**src/rtl/image_pattern_gen.sv**
```systemverilog
// image_pattern_gen: streaming test-pattern source (gradient, colour bars, checker, flat)
// framed by a one-cycle VSYNC, HSYNC on every active beat and a ctrl_done pulse per frame.
module image_pattern_gen #(
    parameter int IMG_W  = 768,
    parameter int IMG_H  = 512,
    parameter int PPC    = 2,
    parameter int DW     = 8,
    parameter int HBLANK = 160
) (
    input  logic              HCLK,
    input  logic              HRESETn,
    input  logic              start,
    input  logic [1:0]        mode,
    output logic              VSYNC,
    output logic              HSYNC,
    output logic [PPC*DW-1:0] DATA_R,
    output logic [PPC*DW-1:0] DATA_G,
    output logic [PPC*DW-1:0] DATA_B,
    output logic              busy,
    output logic              ctrl_done
);
    localparam int COLS = IMG_W / PPC;
    localparam int CW   = COLS > 1 ? $clog2(COLS) : 1;
    localparam int RW   = IMG_H > 1 ? $clog2(IMG_H) : 1;
    localparam int HW   = HBLANK > 1 ? $clog2(HBLANK) : 1;
    localparam int BAR  = IMG_W / 8;
    localparam logic [DW-1:0] HALF = {1'b1, {(DW-1){1'b0}}};

    typedef enum logic [2:0] {IDLE, VS, ACTIVE, HBL, DONE} state_t;

    state_t            state_q, state_d;
    logic [CW-1:0]     col_q, col_d;
    logic [RW-1:0]     row_q, row_d;
    logic [HW-1:0]     hcnt_q, hcnt_d;
    logic [1:0]        mode_q, mode_d;
    logic [PPC*DW-1:0] r_d, g_d, b_d;
    logic [3*DW-1:0]   pix_d;

    function automatic logic [3*DW-1:0] pixel(input logic [1:0] m, input int x, input int y);
        pixel = m == 2'd0 ? {DW'(x), DW'(y), DW'(x + y)} :
                m == 2'd1 ? {{DW{((x / BAR) & 4) != 0}}, {DW{((x / BAR) & 2) != 0}},
                             {DW{((x / BAR) & 1) != 0}}} :
                m == 2'd2 ? {(3*DW){(((x ^ y) >> 3) & 1) != 0}} : {3{HALF}};
    endfunction

    always_comb begin
        state_d = state_q;
        col_d   = col_q;
        row_d   = row_q;
        hcnt_d  = hcnt_q;
        mode_d  = mode_q;
        case (state_q)
            IDLE: if (start) begin
                state_d = VS;
                mode_d  = mode;
            end
            VS: begin
                state_d = ACTIVE;
                col_d   = '0;
                row_d   = '0;
            end
            ACTIVE: begin
                col_d = col_q == CW'(COLS - 1) ? '0 : col_q + 1'b1;
                if (col_q == CW'(COLS - 1)) begin
                    state_d = row_q == RW'(IMG_H - 1) ? DONE : HBL;
                    row_d   = row_q == RW'(IMG_H - 1) ? row_q : row_q + 1'b1;
                    hcnt_d  = '0;
                end
            end
            HBL: begin
                state_d = hcnt_q == HW'(HBLANK - 1) ? ACTIVE : HBL;
                hcnt_d  = hcnt_q + 1'b1;
            end
            DONE:    state_d = IDLE;
            default: state_d = IDLE;
        endcase
    end

    // Pixels are computed for the beat about to be presented so DATA is registered with HSYNC.
    always_comb begin
        r_d   = '0;
        g_d   = '0;
        b_d   = '0;
        pix_d = '0;
        for (int k = 0; k < PPC; k++) begin
            pix_d = pixel(mode_q, int'(col_d) * PPC + k, int'(row_d));
            r_d[k*DW +: DW] = state_d == ACTIVE ? pix_d[3*DW-1 -: DW] : '0;
            g_d[k*DW +: DW] = state_d == ACTIVE ? pix_d[2*DW-1 -: DW] : '0;
            b_d[k*DW +: DW] = state_d == ACTIVE ? pix_d[DW-1:0] : '0;
        end
    end

    always_ff @(posedge HCLK or negedge HRESETn) begin
        if (!HRESETn) begin
            state_q   <= IDLE;
            col_q     <= '0;
            row_q     <= '0;
            hcnt_q    <= '0;
            mode_q    <= '0;
            VSYNC     <= 1'b0;
            HSYNC     <= 1'b0;
            busy      <= 1'b0;
            ctrl_done <= 1'b0;
            DATA_R    <= '0;
            DATA_G    <= '0;
            DATA_B    <= '0;
        end else begin
            state_q   <= state_d;
            col_q     <= col_d;
            row_q     <= row_d;
            hcnt_q    <= hcnt_d;
            mode_q    <= mode_d;
            VSYNC     <= state_d == VS;
            HSYNC     <= state_d == ACTIVE;
            busy      <= state_d inside {VS, ACTIVE, HBL};
            ctrl_done <= state_d == DONE;
            DATA_R    <= r_d;
            DATA_G    <= g_d;
            DATA_B    <= b_d;
        end
    end
endmodule

```
**config.mk**
```make
export PLATFORM = sky130hd
export DESIGN_NAME = image_pattern_gen
export DESIGN_NICKNAME = d
export VERILOG_FILES = /design/src/rtl/image_pattern_gen.sv
export SDC_FILE = /design/constraint.sdc
export NUM_CORES = 1
export LEC_CHECK = 0
export ABC_AREA = 1
export BUFFER_PORTS_ARGS = -buffer_cell sky130_fd_sc_hd__buf_2
export CELL_PAD_IN_SITES_DETAIL_PLACEMENT = 0
export CELL_PAD_IN_SITES_GLOBAL_PLACEMENT = 2
export CORE_AREA = 10 10 126 128
export DETAILED_ROUTE_END_ITERATION = 7
export DIE_AREA = 0 0 136 138
export PLACE_DENSITY = 0.77
export REMOVE_ABC_BUFFERS = 1
export SYNTH_ARGS = -nofsm -noshare
export SYNTH_HDL_FRONTEND = slang
export SYNTH_SLANG_ARGS = --single-unit
export TNS_END_PERCENT = 10
```
**constraint.sdc**
```tcl
create_clock -name HCLK -period 2.9 [get_ports HCLK]
set_clock_uncertainty 0.1 [all_clocks]
set_input_delay 0.29 -clock HCLK [delete_from_list [all_inputs] [get_ports HCLK]]
set_output_delay 0.29 -clock HCLK [all_outputs]
set_load 0.01 [all_outputs]
```
==> flow_metrics.py, run 1 <==
metrics = {
    "status": {
        "status": "completed",
    },
    "route": {
        "final_antenna_net_count": 0,
        "num_vias": 3586,
        "detail_route.wirelength_um": 11200,
        "first_iter_violations": 125,
        "drt-vias-per-instance": 4.53,
        "drc": 0,
        "first_pass_iters": 4,
        "avgRoutedWirePerCell_um": 14.2,
    },
    "floorplanning": {
        "die_x_um": 136,
        "initial_core_util": 0.310,
        "fp.dieH_um": 138,
        "floorplan.core_area_mm2": 0.0135,
        "io_pins": 57,
        "rows": 43,
        "dieArea_mm2": 0.0188,
    },
    "global_routing": {
        "antenna_found_initial": 0,
        "grt_pass1_wl_um": 18700,
        "globalRouteTotalUtil": 0.124,
        "grt_pass1_vias": 3726,
        "grt_max_degree": 84,
        "globalRoute.totalOverflow": 0,
    },
    "timing": {
        "clock.fmax_ghz": 0.345,
        "finalMaxSlewViolations": 0,
        "rsz0062_at_grt": "yes",
        "tns_ps": 0,
        "setup_viol": 0,
        "hold_viol_final": 0,
        "tightest_slew_ps": 1040,
        "min_period_ps": 2900,
        "max-slew-margin-rel": 0.303,
        "finalCritPeriodShare": 1.00,
    },
    "setup_path": {
        "required_ps": 3040,
        "startpoint_type": "register",
        "timing.critical_path.from": "row_q[0]$_DFF_PN0_",
        "worstPathMaxFanout": 7,
        "path_class": "register to register",
        "timing.rr.start": "row_q[0]$_DFF_PN0_",
        "endpoint_kind": "register",
        "crit_arrival_ps": 3030,
    },
    "cts": {
        "cts.sinks": 83,
        "root_buffer": "clkbuf_16",
        "htreeDepth": 3,
        "cts_buffers": 9,
        "insertion_delay_ps": 350,
        "clk_pin_slew_ps": 60,
        "cts_tree": "built",
        "clk_path_buf_depth": 2,
    },
    "finish": {
        "num-fill-cells": 1322,
        "fin_cells": 791,
        "nNetsFinal": 623,
        "areaGrowthSynthToFinish_pct": 39.8,
        "antenna_cells": 0,
        "drive_above_1_share": 0.409,
    },
    "place": {
        "io_buffers": 56,
        "dp_cells": 764,
        "hpwl_um": 8340,
        "place_congestion": 0.871,
    },
    "pwr": {
        "peakVddDrop_mv": 0.491,
        "power.leakage_nw": 2.93,
        "switchingPower_w": 0.00215,
        "power_density_mw_per_mm2": 959,
        "switching_share": 0.383,
        "power.clock.fraction": 0.218,
        "p_int_w": 0.00347,
        "p_seq_frac": 0.300,
        "combPwrFrac": 0.482,
    },
    "synthesis": {
        "synth_area_mm2": 0.00419,
        "ys_warn_count": 0,
        "ys_types": 39,
        "synthCells": 468,
        "ys_seq_area_frac": 0.496,
        "synth-seq-cells": 83,
        "synth.avg_cell_area_um2": 8.95,
    },
    "job": {
        "cap_violations": 0,
    },
    "min_path": {
        "hold_path.class": "input pin to asynchronous set/reset pin",
    },
}
-- metrics by stage --
stage	hold slack [ps]	worst slack (ps)	power [W]	util	area, um2
2_1_floorplan	-106	-197	0.00298	-	4120
3_3_place_gp	348	-345	0.00423	0.386	5210
3_5_place_dp	360	-358	0.00425	0.386	5210
4_1_cts	31.2	-57.7	0.00561	0.423	5710
5_1_grt	46.8	-207	0.00603	0.434	5860
6_report	2.34	0.846	0.00562	0.434	5860
-- synth_stat cells (all sizes together) --
| master | number | share of area |
|---|---|---|
| inv | 68 | 0.061 |
| o211a | 2 | 0.0048 |
| or2 | 1 | 0.0015 |
| nand4 | 7 | 0.010 |
| a22oi | 3 | 0.0054 |
| nor2 | 60 | 0.082 |
| xor2 | 11 | 0.023 |
| a31oi | 1 | 0.0015 |
| o21ai | 24 | 0.032 |
| nand2 | 105 | 0.11 |
| a21oi | 44 | 0.053 |
| nand3 | 21 | 0.035 |
| a41oi | 1 | 0.0021 |
| buf | 6 | 0.014 |
| ha | 10 | 0.030 |
| fa | 2 | 0.0096 |
| a211oi | 3 | 0.0054 |
| clkbuf | 3 | 0.0027 |
| dfrtp | 83 | 0.50 |
| nor3 | 3 | 0.0036 |
| xnor2 | 1 | 0.0021 |
| o22ai | 3 | 0.0045 |
| a21o | 2 | 0.0036 |
| a32o | 2 | 0.0048 |
| o211ai | 1 | 0.0030 |
| o21a | 1 | 0.0018 |
-- sequential cells by signal, summed over array words and instances (netlist names) --
name,cells
DATA_B,16
busy,1
col_q,9
state_q,3
hcnt_q,8
ctrl_done,1
DATA_G,16
DATA_R,16
VSYNC,1
HSYNC,1
row_q,9
mode_q,2
-- critical path, stage by stage (launching register included) --
cell,delay (ps)
dfrtp_1,390
ha_2,210
nand2_2,80
nor2_4,40
nand3_2,70
nor2_2,40
ha_2,190
nor2_4,190
inv_2,80
a22oi_2,220
ha_2,230
inv_2,50
fa_2,380
inv_2,80
a21o_1,110
o21ai_0,70
a21oi_1,230
nor2_4,40
-- worst paths after layout --
check,endpoint,slack [ps],depth (start not counted)
max in group asynchronous,DATA_G[13]$_DFF_PN0_,2000,1
min reg2reg,hcnt_q[7]$_DFFE_PN0P_,370,1
max,DATA_B[5]$_DFF_PN0_,0.8,17
min,hcnt_q[2]$_DFFE_PN0P_,2,1
max reg2reg,DATA_B[5]$_DFF_PN0_,0.8,17
min in group HCLK,mode_q[1]$_DFFE_PN0P_,40,3
-- power groups by stage --
stage	clock network [W]	logic, W	registers, W
3_3_place_gp	0	0.00254	0.00169
3_5_place_dp	0	0.00255	0.00170
4_1_cts	0.00126	0.00265	0.00170
5_1_grt	0.00130	0.00300	0.00174
6_report	0.00122	0.00271	0.00169
2_1_floorplan	0	0.00113	0.00185
-- final cells by class --
| class | count | area, um2 | share of cell area |
|---|---|---|---|
| Multi-Input combinational cell | 308 | 2030 | 0.347 |
| Sequential cell | 83 | 2080 | 0.355 |
| Clock inverter | 4 | 75.1 | 0.0128 |
| Timing Repair Buffer | 136 | 953 | 0.163 |
| Inverter | 68 | 260 | 0.0444 |
| Clock buffer | 12 | 236 | 0.0404 |
| Tap cell | 180 | 225 | 0.0384 |
-- logic make-up (layout without fill, tap and decap cells) --
family | count (synthesis) | count (layout) | share of synthesized area
simple gates | 197 | 197 | 0.240
compound gates | 87 | 87 | 0.122
flops | 83 | 83 | 0.496
buf+inv | 77 | 220 | 0.0774
fa+ha+maj | 12 | 12 | 0.0394
xor+xnor | 12 | 12 | 0.0251
-- layer usage --
layer,up-vias,GRT usage,part of all wire
met1,1742,0.151,0.44
met3,20,0.0279,0.034
met5,-,0,0
met4,0,0.0651,0.029
li1,1777,-,-
met2,47,0.200,0.49
-- what timing repair did --
action | 4_1_cts | 5_1_grt
gates resized for setup | 39 | 37
pin swaps | 27 | 24
endpoints found under the hold margin | 0 | 0
setup endpoints to repair | 27 | 46
hold buffers | 0 | 0
buffers inserted | 9 | 2
-- cells in the final DEF, fill, tap and decap left out, types with 3 or more instances in the layout --
cell type,synthesis,layout
nor3_1,3,3
a21oi_2,1,3
buf_4,0,74
nand2_1,90,80
clkbuf_1,3,3
ha_2,0,4
nand3_4,2,4
nor2_1,41,30
nand2_4,4,7
a211oi_1,3,3
ha_1,10,3
nand2_2,11,18
nand4_1,7,7
nand3_2,3,5
xor2_1,11,11
buf_12,1,5
nand3_1,16,12
nor2_4,14,18
inv_2,6,11
o21ai_4,1,3
o21ai_2,1,5
clkbuf_16,0,9
nor2_2,5,12
a21oi_1,43,40
ha_4,0,3
dfrtp_1,83,83
buf_2,3,55
inv_1,62,55
o21ai_1,1,3
o21ai_0,21,13
(Power assumes the default switching activity.)
==> run 2: changes to the inputs <==
- BUFFER_PORTS_ARGS: -buffer_cell sky130_fd_sc_hd__buf_2 -> default
- CORE_AREA: 10 10 126 128 -> 10 10 121 123
- DIE_AREA: 0 0 136 138 -> 0 0 131 133
- DONT_BUFFER_PORTS: default -> 1
- PLACE_DENSITY: 0.77 -> 0.76
==> run 2 against run 1 <==
  * The flow now finishes with violations (negative setup slack)
  * Sequential power rose by 12%
  * Non-clock buffer count decreased by 54
  * Utilization rose by 2.5 points
  * Setup slack got worse by 21 ps
  * Maximum frequency is 0.72% lower
  * Die area fell by 7.2%
==> flow_metrics.py, run 2 (synthesized netlist as in run 1, its figures left out) <==
metrics = {
    "setup_path": {
        "path_class": "register to register",
        "startpoint_type": "register",
        "cpPeakStageDelay_ps": 380,
        "endpoint_kind": "register",
        "crit_top_cell": "nor2_4",
        "slowest_stage": "dfrtp_1",
        "worstPathMaxFanout": 7,
        "crit_arrival_ps": 3050,
        "ff2ff_path_depth": 17,
        "required_ps": 3030,
        "path_cells": "ha_2 > nand2_2 > nor2_4 > nand3_2 > nor2_2 > ha_2 > nor2_4 > nand2_1 > xor2_1 > o22ai_2 > ha_1 > inv_1 > nor2_2 > a21o_1 > o21ai_1 > a21oi_2 > nor2_4",
    },
    "floorplanning": {
        "die_x_um": 131,
        "rows": 41,
        "dieArea_mm2": 0.0174,
        "initial_core_util": 0.339,
        "floorplan.core_area_mm2": 0.0124,
        "fp.dieH_um": 133,
        "io_pins": 57,
    },
    "global_routing": {
        "globalRoute.totalOverflow": 0,
        "grt_max_degree": 84,
        "antenna_found_initial": 0,
        "globalRouteTotalUtil": 0.131,
        "grt_pass1_wl_um": 17700,
        "grt_pass1_vias": 3437,
    },
    "finish": {
        "seq_area_mm2": 0.00208,
        "nNetsFinal": 569,
        "areaGrowthSynthToFinish_pct": 35.5,
        "layout_commonest_cell": "dfrtp_1",
        "final_cell_area_mm2": 0.00567,
        "fin_cells": 728,
        "antenna_cells": 0,
        "final_cell_mix": "83 x dfrtp_1, 76 x nand2_1, 70 x buf_4, 55 x inv_1, 36 x a21oi_1",
        "final_core_util": 0.459,
        "reg_top3": "DATA_B: 16 flops, DATA_G: 16 flops, DATA_R: 16 flops",
        "drive_above_1_share": 0.372,
        "num-fill-cells": 1211,
        "multi_input_area_mm2": 0.00210,
    },
    "cts": {
        "cts.sinks": 83,
        "cts_buffers": 9,
        "clk_pin_slew_ps": 70,
        "clk_path_buf_depth": 2,
        "htreeDepth": 3,
        "insertion_delay_ps": 340,
        "cts_tree": "built",
        "root_buffer": "clkbuf_16",
    },
    "timing": {
        "min_period_ps": 2920,
        "finalMaxSlewViolations": 0,
        "layout_setup_ws_ps": -20.3,
        "tightest_slew_ps": 645,
        "finalCritPeriodShare": 1.01,
        "hold_viol_final": 0,
        "setup_viol": 2,
        "clock.fmax_ghz": 0.342,
        "rsz0062_at_grt": "yes",
        "hold_ws_ps": 75.7,
        "max-slew-margin-rel": 0.570,
    },
    "place": {
        "io_buffers": 0,
        "placed_area_mm2": 0.00487,
        "hpwl_um": 7910,
        "pre_cts_slack_ps": -350,
        "dp_cells": 693,
        "place_congestion": 0.834,
    },
    "route": {
        "first_pass_iters": 4,
        "num_vias": 3343,
        "drc": 0,
        "drt-vias-per-instance": 4.59,
        "first_iter_violations": 107,
        "avgRoutedWirePerCell_um": 14.8,
        "final_antenna_net_count": 0,
        "detail_route.wirelength_um": 10800,
    },
    "min_path": {
        "hold_path.class": "input pin to register",
        "hold_depth": 3,
    },
    "job": {
        "cap_violations": 0,
    },
    "status": {
        "status": "finished, violations left",
        "violations": "negative setup slack",
    },
    "pwr": {
        "power_density_mw_per_mm2": 943,
        "power.leakage_nw": 2.73,
        "peakVddDrop_mv": 0.438,
    },
}
## run 2: changes by cell type in the layout (fill, tap and decap cells not counted), moves of 4 or more
cell and delta:
nand2_1 -4, buf_4 -4, a21oi_2 +4, a21oi_1 -4, buf_2 -55
## run 2: final cells by class
class | instances | area share
Clock buffer | 11 | 0.0445
Clock inverter | 4 | 0.00882
Inverter | 68 | 0.0454
Multi-Input combinational cell | 308 | 0.371
Sequential cell | 83 | 0.366
Tap cell | 172 | 0.0379
Timing Repair Buffer | 82 | 0.126
## run 2: path summary, 6_finish.rpt
kind | startpoint | end | slack (ps)
hold / removal | start | mode_q[1]$_DFFE_PN0P_ | 80
min in group asynchronous | HRESETn | hcnt_q[2]$_DFFE_PN0P_ | 390
max in group asynchronous | HRESETn | DATA_B[9]$_DFF_PN0_ | 1950
setup / recovery | row_q[0]$_DFF_PN0_ | DATA_B[5]$_DFF_PN0_ | -20
hold reg to reg | hcnt_q[7]$_DFFE_PN0P_ | hcnt_q[7]$_DFFE_PN0P_ | 370
setup reg to reg | row_q[0]$_DFF_PN0_ | DATA_B[5]$_DFF_PN0_ | -20
## run 2: worst max-delay path: cells and delay by family, from the launching register on
kind	cells	cell delay (ps)
and+or+nand+nor	8	790
buffers and inverters	1	90
adders and majority gates	3	710
DFF	1	380
AOI/OAI and AO/OA	4	570
xor gates and xnor gates	1	170
## run 2: metal layers
layer / vias up / global-route usage / wire [um]
li1: 1671 / - / -
met1: 1607 / 0.161 / 4700
met2: 55 / 0.210 / 5360
met3: 10 / 0.0412 / 605
met4: 0 / 0.0482 / 139
met5: - / 0 / 0
## run 2: timing repair
item | in CTS | in global routing
endpoints found under the setup margin | 30 | 44
buffers inserted | 5 | 11
resized for setup | 31 | 60
hold buffers | 4 | 0
endpoints found under the hold margin | 85 | 0
pin swaps | 14 | 31
## run 2: through the flow
stage | setup TNS (ps) | power [W]
after floorplan | -737 | 0.00298
after global placement | -2550 | 0.00393
after detailed placement | -3090 | 0.00394
after CTS | -1110 | 0.00521
after global routing | -2200 | 0.00574
final | -27.1 | 0.00535
## run 2: report_power, final
part           total, W  internal, W  switching (W)
Sequential      0.00190      0.00154       0.000357
Combinational   0.00228     0.000992        0.00129
Clock           0.00117     0.000708       0.000462
Total           0.00535      0.00324        0.00211
